File: config.mk
export PLATFORM = sky130hd
export DESIGN_NAME = uart_transceiver
export DESIGN_NICKNAME = d
export VERILOG_FILES = /design/src/rtl/uart_transceiver.sv
export SDC_FILE = /design/constraint.sdc
export NUM_CORES = 1
export LEC_CHECK = 0
export CAP_MARGIN = 20
export CORE_MARGIN = 2
export CORE_UTILIZATION = 55
export CTS_CLUSTER_SIZE = 12
export DETAILED_ROUTE_END_ITERATION = 6
export HOLD_SLACK_MARGIN = 0.05
export PLACE_DENSITY_LB_ADDON = 0.3
export RECOVER_POWER = 25
export SLEW_MARGIN = 20
export SYNTH_ARGS = -nofsm -noshare
export SYNTH_HDL_FRONTEND = slang
export SYNTH_SLANG_ARGS = --single-unit
File: constraint.sdc
create_clock -name MCLK_IN -period 4.6 [get_ports MCLK_IN]
set_input_delay 0.46 -clock MCLK_IN [delete_from_list [all_inputs] [get_ports MCLK_IN]]
set_output_delay 0.46 -clock MCLK_IN [all_outputs]
set_load 0.03 [all_outputs]
File: src/rtl/uart_transceiver.sv
// UART transceiver: 8N1 transmitter and receiver at 16x oversampling,
// with a small receive FIFO and sticky overrun / framing-error flags.
module uart_transceiver #(
    parameter int CLK_DIV    = 27,
    parameter int FIFO_DEPTH = 4
) (
    input  logic       MCLK_IN,
    input  logic       RESET_IN,
    input  logic       SEND_TRIGGER_IN,
    input  logic [7:0] SEND_BYTE_IN,
    input  logic       RECEIVE_CAPTURE_IN,
    input  logic       RXD_IN,
    output logic       TXD,
    output logic       SEND_BUSY,
    output logic       RECEIVED,
    output logic [7:0] RECEIVE_BYTE,
    output logic       OVERRUN,
    output logic       FRAME_ERROR
);

    localparam int             PW        = $clog2(FIFO_DEPTH);
    localparam logic [9:0]     DIV_LAST  = 10'(CLK_DIV - 1);
    localparam logic [PW:0]    DEPTH_CNT = (PW + 1)'(FIFO_DEPTH);
    localparam logic [PW:0]    CNT_ONE   = (PW + 1)'(1);
    localparam logic [PW-1:0]  PTR_ONE   = PW'(1);

    typedef enum logic [1:0] {S_IDLE, S_START, S_DATA, S_STOP} state_t;

    logic trigPrev_q, capPrev_q;
    logic trigRise, capFall;

    state_t     txState_q, txState_d;
    logic [9:0] txDiv_q, txDiv_d;
    logic [3:0] txTick_q, txTick_d;
    logic [2:0] txIdx_q, txIdx_d;
    logic [7:0] txByte_q, txByte_d;
    logic       txd_q, txd_d;
    logic       busy_q, busy_d;
    logic       txBitEnd;

    logic       rxS1_q, rxS2_q;
    state_t     rxState_q, rxState_d;
    logic [9:0] rxDiv_q, rxDiv_d;
    logic [3:0] rxTick_q, rxTick_d;
    logic [2:0] rxIdx_q, rxIdx_d;
    logic [7:0] rxShift_q, rxShift_d;
    logic       breakWait_q, breakWait_d;
    logic       rxTickPulse, rxPush, rxFerrSet;

    logic [7:0]    fifoMem_q [FIFO_DEPTH];
    logic [PW-1:0] wrPtr_q, wrPtr_d, rdPtr_q, rdPtr_d;
    logic [PW:0]   count_q, count_d;
    logic          received_q, received_d;
    logic [7:0]    head_q, head_d;
    logic          overrun_q, overrun_d;
    logic          ferr_q, ferr_d;
    logic          popOk, doPush, ovrSet;

    assign trigRise = SEND_TRIGGER_IN & ~trigPrev_q;
    assign capFall  = capPrev_q & ~RECEIVE_CAPTURE_IN;

    // Remember last cycle's strobe levels for edge detection and double-flop RXD.
    always_ff @(posedge MCLK_IN) begin
        if (RESET_IN) begin
            trigPrev_q <= 1'b0;
            capPrev_q  <= 1'b0;
            rxS1_q     <= 1'b1;
            rxS2_q     <= 1'b1;
        end else begin
            trigPrev_q <= SEND_TRIGGER_IN;
            capPrev_q  <= RECEIVE_CAPTURE_IN;
            rxS1_q     <= RXD_IN;
            rxS2_q     <= rxS1_q;
        end
    end

    // Transmitter next state: one bit lasts 16 ticks of CLK_DIV cycles each.
    always_comb begin
        txState_d = txState_q;
        txDiv_d   = txDiv_q;
        txTick_d  = txTick_q;
        txIdx_d   = txIdx_q;
        txByte_d  = txByte_q;
        txBitEnd  = (txDiv_q == DIV_LAST) && (txTick_q == 4'hF);
        if (txState_q != S_IDLE) begin
            if (txDiv_q == DIV_LAST) begin
                txDiv_d  = 10'd0;
                txTick_d = txTick_q + 4'd1;
            end else begin
                txDiv_d = txDiv_q + 10'd1;
            end
        end
        case (txState_q)
            S_IDLE: begin
                if (trigRise) begin
                    txByte_d  = SEND_BYTE_IN;
                    txState_d = S_START;
                    txDiv_d   = 10'd0;
                    txTick_d  = 4'd0;
                    txIdx_d   = 3'd0;
                end
            end
            S_START: begin
                if (txBitEnd) begin
                    txState_d = S_DATA;
                    txIdx_d   = 3'd0;
                end
            end
            S_DATA: begin
                if (txBitEnd) begin
                    txIdx_d = txIdx_q + 3'd1;
                    if (txIdx_q == 3'd7) begin
                        txState_d = S_STOP;
                    end
                end
            end
            default: begin
                if (txBitEnd) begin
                    txState_d = S_IDLE;
                end
            end
        endcase
        case (txState_d)
            S_START: txd_d = 1'b0;
            S_DATA:  txd_d = txByte_d[txIdx_d];
            default: txd_d = 1'b1;
        endcase
        busy_d = (txState_d != S_IDLE);
    end

    // Transmitter registers; TXD and busy are registered so they switch together.
    always_ff @(posedge MCLK_IN) begin
        if (RESET_IN) begin
            txState_q <= S_IDLE;
            txDiv_q   <= 10'd0;
            txTick_q  <= 4'd0;
            txIdx_q   <= 3'd0;
            txByte_q  <= 8'h00;
            txd_q     <= 1'b1;
            busy_q    <= 1'b0;
        end else begin
            txState_q <= txState_d;
            txDiv_q   <= txDiv_d;
            txTick_q  <= txTick_d;
            txIdx_q   <= txIdx_d;
            txByte_q  <= txByte_d;
            txd_q     <= txd_d;
            busy_q    <= busy_d;
        end
    end

    // Receiver next state: mid-bit sampling, early return to idle after a good stop bit.
    always_comb begin
        rxState_d   = rxState_q;
        rxDiv_d     = rxDiv_q;
        rxTick_d    = rxTick_q;
        rxIdx_d     = rxIdx_q;
        rxShift_d   = rxShift_q;
        breakWait_d = breakWait_q;
        rxPush      = 1'b0;
        rxFerrSet   = 1'b0;
        rxTickPulse = (rxDiv_q == DIV_LAST);
        if (rxState_q != S_IDLE) begin
            if (rxTickPulse) begin
                rxDiv_d  = 10'd0;
                rxTick_d = rxTick_q + 4'd1;
            end else begin
                rxDiv_d = rxDiv_q + 10'd1;
            end
        end
        case (rxState_q)
            S_IDLE: begin
                if (rxS2_q) begin
                    breakWait_d = 1'b0;
                end else if (!breakWait_q) begin
                    rxState_d = S_START;
                    rxDiv_d   = 10'd0;
                    rxTick_d  = 4'd0;
                end
            end
            S_START: begin
                if (rxTickPulse && rxTick_q == 4'd7) begin
                    if (rxS2_q) begin
                        rxState_d = S_IDLE;
                    end else begin
                        rxState_d = S_DATA;
                        rxTick_d  = 4'd0;
                        rxIdx_d   = 3'd0;
                    end
                end
            end
            S_DATA: begin
                if (rxTickPulse && rxTick_q == 4'hF) begin
                    rxShift_d = {rxS2_q, rxShift_q[7:1]};
                    rxIdx_d   = rxIdx_q + 3'd1;
                    if (rxIdx_q == 3'd7) begin
                        rxState_d = S_STOP;
                    end
                end
            end
            default: begin
                if (rxTickPulse && rxTick_q == 4'hF) begin
                    rxState_d = S_IDLE;
                    if (rxS2_q) begin
                        rxPush = 1'b1;
                    end else begin
                        rxFerrSet   = 1'b1;
                        breakWait_d = 1'b1;
                    end
                end
            end
        endcase
    end

    // Receiver registers.
    always_ff @(posedge MCLK_IN) begin
        if (RESET_IN) begin
            rxState_q   <= S_IDLE;
            rxDiv_q     <= 10'd0;
            rxTick_q    <= 4'd0;
            rxIdx_q     <= 3'd0;
            rxShift_q   <= 8'h00;
            breakWait_q <= 1'b0;
        end else begin
            rxState_q   <= rxState_d;
            rxDiv_q     <= rxDiv_d;
            rxTick_q    <= rxTick_d;
            rxIdx_q     <= rxIdx_d;
            rxShift_q   <= rxShift_d;
            breakWait_q <= breakWait_d;
        end
    end

    // FIFO bookkeeping, sticky flags and the registered head/status presented to the bus side.
    always_comb begin
        popOk  = capFall && (count_q != '0);
        doPush = rxPush && ((count_q != DEPTH_CNT) || popOk);
        ovrSet = rxPush && (count_q == DEPTH_CNT) && !popOk;
        wrPtr_d = doPush ? wrPtr_q + PTR_ONE : wrPtr_q;
        rdPtr_d = popOk ? rdPtr_q + PTR_ONE : rdPtr_q;
        count_d = count_q;
        if (doPush && !popOk) begin
            count_d = count_q + CNT_ONE;
        end else if (popOk && !doPush) begin
            count_d = count_q - CNT_ONE;
        end
        overrun_d = ovrSet ? 1'b1 : (popOk ? 1'b0 : overrun_q);
        ferr_d    = rxFerrSet ? 1'b1 : (popOk ? 1'b0 : ferr_q);
        received_d = (count_d != '0);
        if (count_d == '0) begin
            head_d = 8'h00;
        end else if (doPush && (wrPtr_q == rdPtr_d)) begin
            head_d = rxShift_q;
        end else begin
            head_d = fifoMem_q[rdPtr_d];
        end
    end

    // FIFO pointers, count, flags and output registers.
    always_ff @(posedge MCLK_IN) begin
        if (RESET_IN) begin
            wrPtr_q    <= '0;
            rdPtr_q    <= '0;
            count_q    <= '0;
            overrun_q  <= 1'b0;
            ferr_q     <= 1'b0;
            received_q <= 1'b0;
            head_q     <= 8'h00;
        end else begin
            wrPtr_q    <= wrPtr_d;
            rdPtr_q    <= rdPtr_d;
            count_q    <= count_d;
            overrun_q  <= overrun_d;
            ferr_q     <= ferr_d;
            received_q <= received_d;
            head_q     <= head_d;
        end
    end

    // FIFO storage; contents need no reset since the count gates every read.
    always_ff @(posedge MCLK_IN) begin
        if (!RESET_IN && doPush) begin
            fifoMem_q[wrPtr_q] <= rxShift_q;
        end
    end

    assign TXD          = txd_q;
    assign SEND_BUSY    = busy_q;
    assign RECEIVED     = received_q;
    assign RECEIVE_BYTE = head_q;
    assign OVERRUN      = overrun_q;
    assign FRAME_ERROR  = ferr_q;

endmodule

==> impl_results.md, run 1 <==
* Status: finished, violations left
* Failing checks: capacitance limit, slew limit
* CP startpoint: RESET_IN
* Internal power at 1.38 mW
* VDD IR-drop max at 0.205 mV
* Bufs and invs on worst path at 2
* Top cell by count, worst path: clkbuf_1
* Final worst setup slack at 0.990 ns
* Chip Width at 101 um
* Largest net degree at the start of global routing at 75
* Number of flops mapped to enable cells by yosys at 32
* Final Hold Vio Count at 0
* Final min period at 3.61 ns
* Core Box Area at 9200 um^2
* Root Driver: clkbuf_8
* Final nets at 560
* Antenna violations before repair at 0
* Final std cells w/o fill at 641
* Avg WL per Cell at 15.4 um
* Total of max-cap violations at 1
* Most common cell after layout, fill and taps aside: dfxtp_1
* First-pass GRT wire length at 16500 um
* DR vias at 3725
* GRT Overall Usage at 0.204
* Synth Flop Type: dfxtp_1
* CP max-delay cell: clkbuf_1
* Area leader, netlist: dfxtp_1
* # fillers at 741
* CTS tree: built
* CP Capture Type: flop
* Multi-input gate area at 2460 um^2
* Commonest non-fill, non-tap cells in the layout: 79 x dfxtp_1, 60 x nor2_1, 45 x nand2_1
* Met2 routed WL at 4850 um
* Mapped cell area at 5180 um^2
* Cell Rows at 35
* Slew Viols, Final at 75
* Syn_area_per_cell at 10.2 um^2
* Worst Path Max Fanout at 74
* Total Power at 1.97 mW
* Clk slew on worst S/H paths at 0.11 ns
* Antenna-violating nets left at 0
* Met3 routed WL at 366 um
* Antenna cells at 0
* Max frequency at 277 MHz
* CP arrival at 3.70 ns
* Crit path launch type: input pin
* Place WS at 1.18 ns
* Sum Neg Setup Slack at 0 ns
* Crit path kind: input pin to flop
* Post-Route Utilization at 0.618
* Max incr delay on CP at 2.22 ns
* Min Hold Slack at 0.432 ns
* Initial Util at 0.563
* Critical-path cell list: clkbuf_1 -> clkbuf_1 -> nor3_1 -> and2_1
* Sw Pwr at 0.589 mW
* Post-route cell area at 5680 um^2
* Number of I/O pins at 26
* Sequential fraction of the synthesis area at 0.491
* Synthesis-stage register bit count at 111
* Syn Nets at 545
* Total routed wirelength at 9850 um
* Vias per inst at 5.81
* Router iterations before antenna repair at 5
* Gate power share at 0.169
* Layout area overhead at 9.71%
* Hold-fix buffers, CTS at 0
* Hold depth at 1
* Number of remaining DRC errors at 0
* Placed inst area at 5480 um^2
* Critical path required time at 4.69 ns
* Resize count post-CTS at 0
* Detailed placement HPWL at 6800 um
* Crit. path cell count at 4
* Reg2reg start: txDiv_q[0]$_SDFF_PP0_
* Port Buf Inserts at 25
* Slew headroom at -1.09
* Sink Count at 111
* DIE AREA at 10200 um^2
* Worst-skew pair later-pin latency at 0.38 ns
* Switching Fraction at 0.299
* Synth top area share at 0.305
* Ys Warns at 0
* Top cells by area, synth: dfxtp_1 31%, edfxtp_1 19%, ha_1 5.3%
* Num CTS Buffers at 9
* Final GP Congestion at 0.798
* H-tree depth at 3
* Worst Max-Slew Pin Slew at 3.13 ns
* Reg2Reg Depth at 11
* Vias in the first global route at 3616
* Delay-heaviest family, CP: buffers and inverters
* Unrepaired setup endpoints after global routing: false
* Sequential cell area at 2540 um^2
* Hold Path Class: flop to flop
* Wl on met1 at 4530 um
* Pleak at 2.16 nW
* Reg2reg setup slack at 1.12 ns
* Power per standard cell area at 347 nW/um^2
* Synth Instances at 510
* Hold Path Origin: rxS1_q$_SDFF_PP1_
* Starting DRT DRC Count at 179
* Number of distinct library cells after synthesis at 65
* Worst Skew at 0.0165 ns
* Layout cells sized above 1 at 0.0868
* Period utilization at 0.785
* Die height at 101 um
* Seq pwr share at 0.536
* Max clock buf depth at 2
* Final setup violation count at 0
* Total grt overflow at 0
* Postcts setup bufs at 0
* Placed cells at 625
* Share of synthesized registers carrying an async set or reset at 0
* Top sig layer: met4
* Clock power frac at 0.295
state kept, by name (all words and copies together), names as in the netlist, 2 cells and up:
signal	count
fifoMem_q	32
txByte_q	8
rdPtr_q	2
rxState_q	2
rxShift_q	8
txIdx_q	3
txDiv_q	10
rxTick_q	4
txState_q	2
RECEIVE_BYTE	8
rxDiv_q	10
count_q	3
wrPtr_q	2
rxIdx_q	3
txTick_q	4
power groups by stage:
stage          clock (mW)  combinational (mW)  sequential, mW
2_1_floorplan           0               0.199            1.11
3_3_place_gp            0               0.325            1.08
3_5_place_dp            0               0.333            1.08
4_1_cts             0.601               0.335            1.06
5_1_grt             0.638               0.370            1.06
6_report            0.581               0.333            1.06
Yosys cell counts (2+ instances only):
library cell  number
a311oi_1           3
nand2_1           45
o21ai_1            7
edfxtp_1          32
nor2b_1            6
o22ai_1            4
nand4_1            4
inv_1             17
nor4_1             5
nor3b_1            8
a31oi_1           12
a21oi_1           37
o21ai_0           10
a22oi_1            2
nand3_1           16
mux4_2             8
xnor3_1            2
and2_1             6
mux2i_1           25
nor2_1            60
xnor2_1            2
and3_1             8
nor4_4             2
buf_2              2
or2_2              4
inv_2              5
clkbuf_1          19
nor3_1            11
ha_1              22
or3_1              3
xor2_1             4
nand3b_1           3
nand2b_1           5
dfxtp_1           79
or2_1              2
routing by layer:
layer	vias to the layer above	track usage
met4	0	0.0634
li1	1862	-
met1	1786	0.253
met3	9	0.0444
met2	68	0.356
met5	-	0
worst paths after layout:
check,end
setup / recovery,fifoMem_q[1][3]$_DFFE_PP_
hold / removal,rxS2_q$_SDFF_PP1_
setup reg to reg,TXD$_SDFF_PP1_
hold reg to reg,rxS2_q$_SDFF_PP1_
cells by family (layout without fill, tap and decap cells):
logic type / after synthesis / in the layout / share of synthesized area
fa+ha+maj: 22 / 22 / 0.0532
compound gates: 93 / 93 / 0.113
xor+xnor: 9 / 9 / 0.0220
simple gates: 197 / 197 / 0.201
flops: 111 / 111 / 0.491
buf+inv: 44 / 64 / 0.0331
mux: 34 / 34 / 0.0875
area by class of cell:
type | count | share of cell area
Sequential cell | 111 | 0.447
Inverter | 22 | 0.0145
Multi-Input combinational cell | 355 | 0.434
Clock inverter | 7 | 0.0143
Tap cell | 111 | 0.0244
Timing Repair Buffer | 26 | 0.0436
Clock buffer | 9 | 0.0218
No activity file was read; power rests on OpenSTA's default activity.
==> inputs of run 2 (changes only) <==
--- a/config.mk
+++ b/config.mk
@@ -7,7 +7,7 @@
 export LEC_CHECK = 0
 export CAP_MARGIN = 20
 export CORE_MARGIN = 2
-export CORE_UTILIZATION = 55
+export CORE_UTILIZATION = 54
 export CTS_CLUSTER_SIZE = 12
 export DETAILED_ROUTE_END_ITERATION = 6
 export HOLD_SLACK_MARGIN = 0.05
==> constraint.sdc (replaced) <==
create_clock -name MCLK_IN -period 3.2 [get_ports MCLK_IN]
set_input_delay 0.32 -clock MCLK_IN [delete_from_list [all_inputs] [get_ports MCLK_IN]]
set_output_delay 0.32 -clock MCLK_IN [all_outputs]
set_load 0.03 [all_outputs]
==> run 2 against run 1 <==
Effect of this change: the run now ends clean; worst hold slack worse by 0.012 ns; non-clock buffer count is 5 higher; global-route usage is 0.75 points lower; sequential cell count stayed put; sequential power is 43% higher; die area is 1.8% higher; first-iteration DRC count is 18% lower; cell count is 3.6% higher; worst setup slack worse by 0.65 ns; largest cell class unchanged.
==> impl_results.md, run 2 (synthesis gave the netlist of run 1 again) <==
* Hold-fix buffers, CTS at 0
* Number of I/O pins at 26
* Switching Fraction at 0.293
* H-tree depth at 3
* # fillers at 746
* Number of remaining DRC errors at 0
* Cell Rows at 35
* CP arrival at 3.16 ns
* Sum Neg Setup Slack at 0 ns
* Sw Pwr at 0.818 mW
* Vias per inst at 5.65
* Clock power frac at 0.284
* Critical path required time at 3.50 ns
* Antenna violations before repair at 0
* Hold Path Class: flop to flop
* Gate power share at 0.173
* Postcts setup bufs at 0
* Max clock buf depth at 2
* Largest net degree at the start of global routing at 55
* Sink Count at 111
* Initial Util at 0.558
* Clk slew on worst S/H paths at 0.12 ns
* Slew Viols, Final at 0
* Largest Register: fifoMem_q
* Post-Route Utilization at 0.616
* Power per standard cell area at 488 nW/um^2
* Antenna cells at 0
* Worst-skew pair later-pin latency at 0.37 ns
* Core Box Area at 9280 um^2
* Total grt overflow at 0
* First-pass GRT wire length at 16200 um
* Layout cells sized above 1 at 0.0953
* Status: complete, no violations
* Pleak at 2.17 nW
* Internal power at 1.98 mW
* Period utilization at 0.894
* GRT Overall Usage at 0.197
* DR vias at 3749
* Slew headroom at 0.348
* Worst Path Max Fanout at 5
* Total of max-cap violations at 0
* Starting DRT DRC Count at 147
* Final setup violation count at 0
* Vias in the first global route at 3562
* Detailed placement HPWL at 6870 um
* Unrepaired setup endpoints after global routing: false
* Worst Max-Slew Pin Slew at 0.979 ns
* Max frequency at 350 MHz
* CTS tree: built
* Final Hold Vio Count at 0
* Worst Skew at 0.0159 ns
* Avg WL per Cell at 14.6 um
* Most common cell after layout, fill and taps aside: dfxtp_1
* Layout area overhead at 10.5%
* Seq pwr share at 0.544
* Port Buf Inserts at 25
* Commonest non-fill, non-tap cells in the layout: 79 x dfxtp_1, 60 x nor2_1, 45 x nand2_1
* Final nets at 565
* Antenna-violating nets left at 0
* Crit path kind: flop to flop
* Root Driver: clkbuf_8
* VDD IR-drop max at 0.277 mV
* Largest register FFs at 32
* Total routed wirelength at 9680 um
* Final min period at 2.86 ns
* Top Registers: fifoMem_q x32, rxDiv_q x10, txDiv_q x10
* Chip Width at 102 um
* Final GP Congestion at 0.846
* Resize count post-CTS at 0
* CP Capture Type: flop
* DIE AREA at 10400 um^2
* Router iterations before antenna repair at 5
* Num CTS Buffers at 9
* Die height at 102 um
* Crit path launch type: flop
-- run 2: metrics by stage --
stage	cells	hold WS, ns	total power [mW]	setup WS, ns	cell area, um^2
final	664	0.420	2.80	0.340	5720
after global routing	664	0.428	2.94	0.123	5720
after CTS	664	0.351	2.82	0.331	5730
after detailed placement	648	0.396	2.03	0.365	5540
after global placement	648	0.394	2.02	0.424	5540
after floorplan	510	0.389	1.89	0.292	5180
-- run 2: critical path: stages (launching register included) --
cell	delay [ns]
dfxtp_1	0.36
inv_1	0.07
ha_1	0.13
or4b_4	0.50
nor4_4	0.28
inv_1	0.09
ha_1	0.28
inv_1	0.04
a222oi_1	0.31
buf_4	0.22
mux2i_1	0.19
mux2i_1	0.10
a221oi_2	0.25
-- run 2: final cells by class --
type	instances	area, um^2	share of cell area
clock buffers	9	124	0.0216
clock inverters	7	62.6	0.0109
inverters	22	82.6	0.0144
multi-input cells	355	2460	0.431
flip-flops and latches	111	2540	0.444
well taps	129	161	0.0282
repair buffers	31	285	0.0498
-- run 2: final timing paths --
path | end | from | slack [ns] | depth (start not counted)
setup / recovery | TXD$_SDFF_PP1_ | txDiv_q[0]$_SDFF_PP0_ | 0.34 | 12
hold / removal | rxS2_q$_SDFF_PP1_ | rxS1_q$_SDFF_PP1_ | 0.42 | 1
setup reg to reg | TXD$_SDFF_PP1_ | txDiv_q[0]$_SDFF_PP0_ | 0.34 | 12
hold reg to reg | rxS2_q$_SDFF_PP1_ | rxS1_q$_SDFF_PP1_ | 0.42 | 1
-- run 2: power by group through the flow --
stage / logic (mW) / registers (mW) / clock network (mW)
CTS: 0.482 / 1.52 / 0.819
global route: 0.533 / 1.53 / 0.876
detailed placement: 0.481 / 1.55 / 0
floorplan: 0.286 / 1.60 / 0
finish: 0.482 / 1.52 / 0.794
global placement: 0.469 / 1.55 / 0
-- run 2: metal layers --
metal | track usage | vias to the layer above | wire length [um]
met5 | 0 | - | 0
met4 | 0.0544 | 0 | 130
met3 | 0.0424 | 11 | 303
met2 | 0.339 | 59 | 4770
met1 | 0.251 | 1799 | 4480
li1 | - | 1880 | -
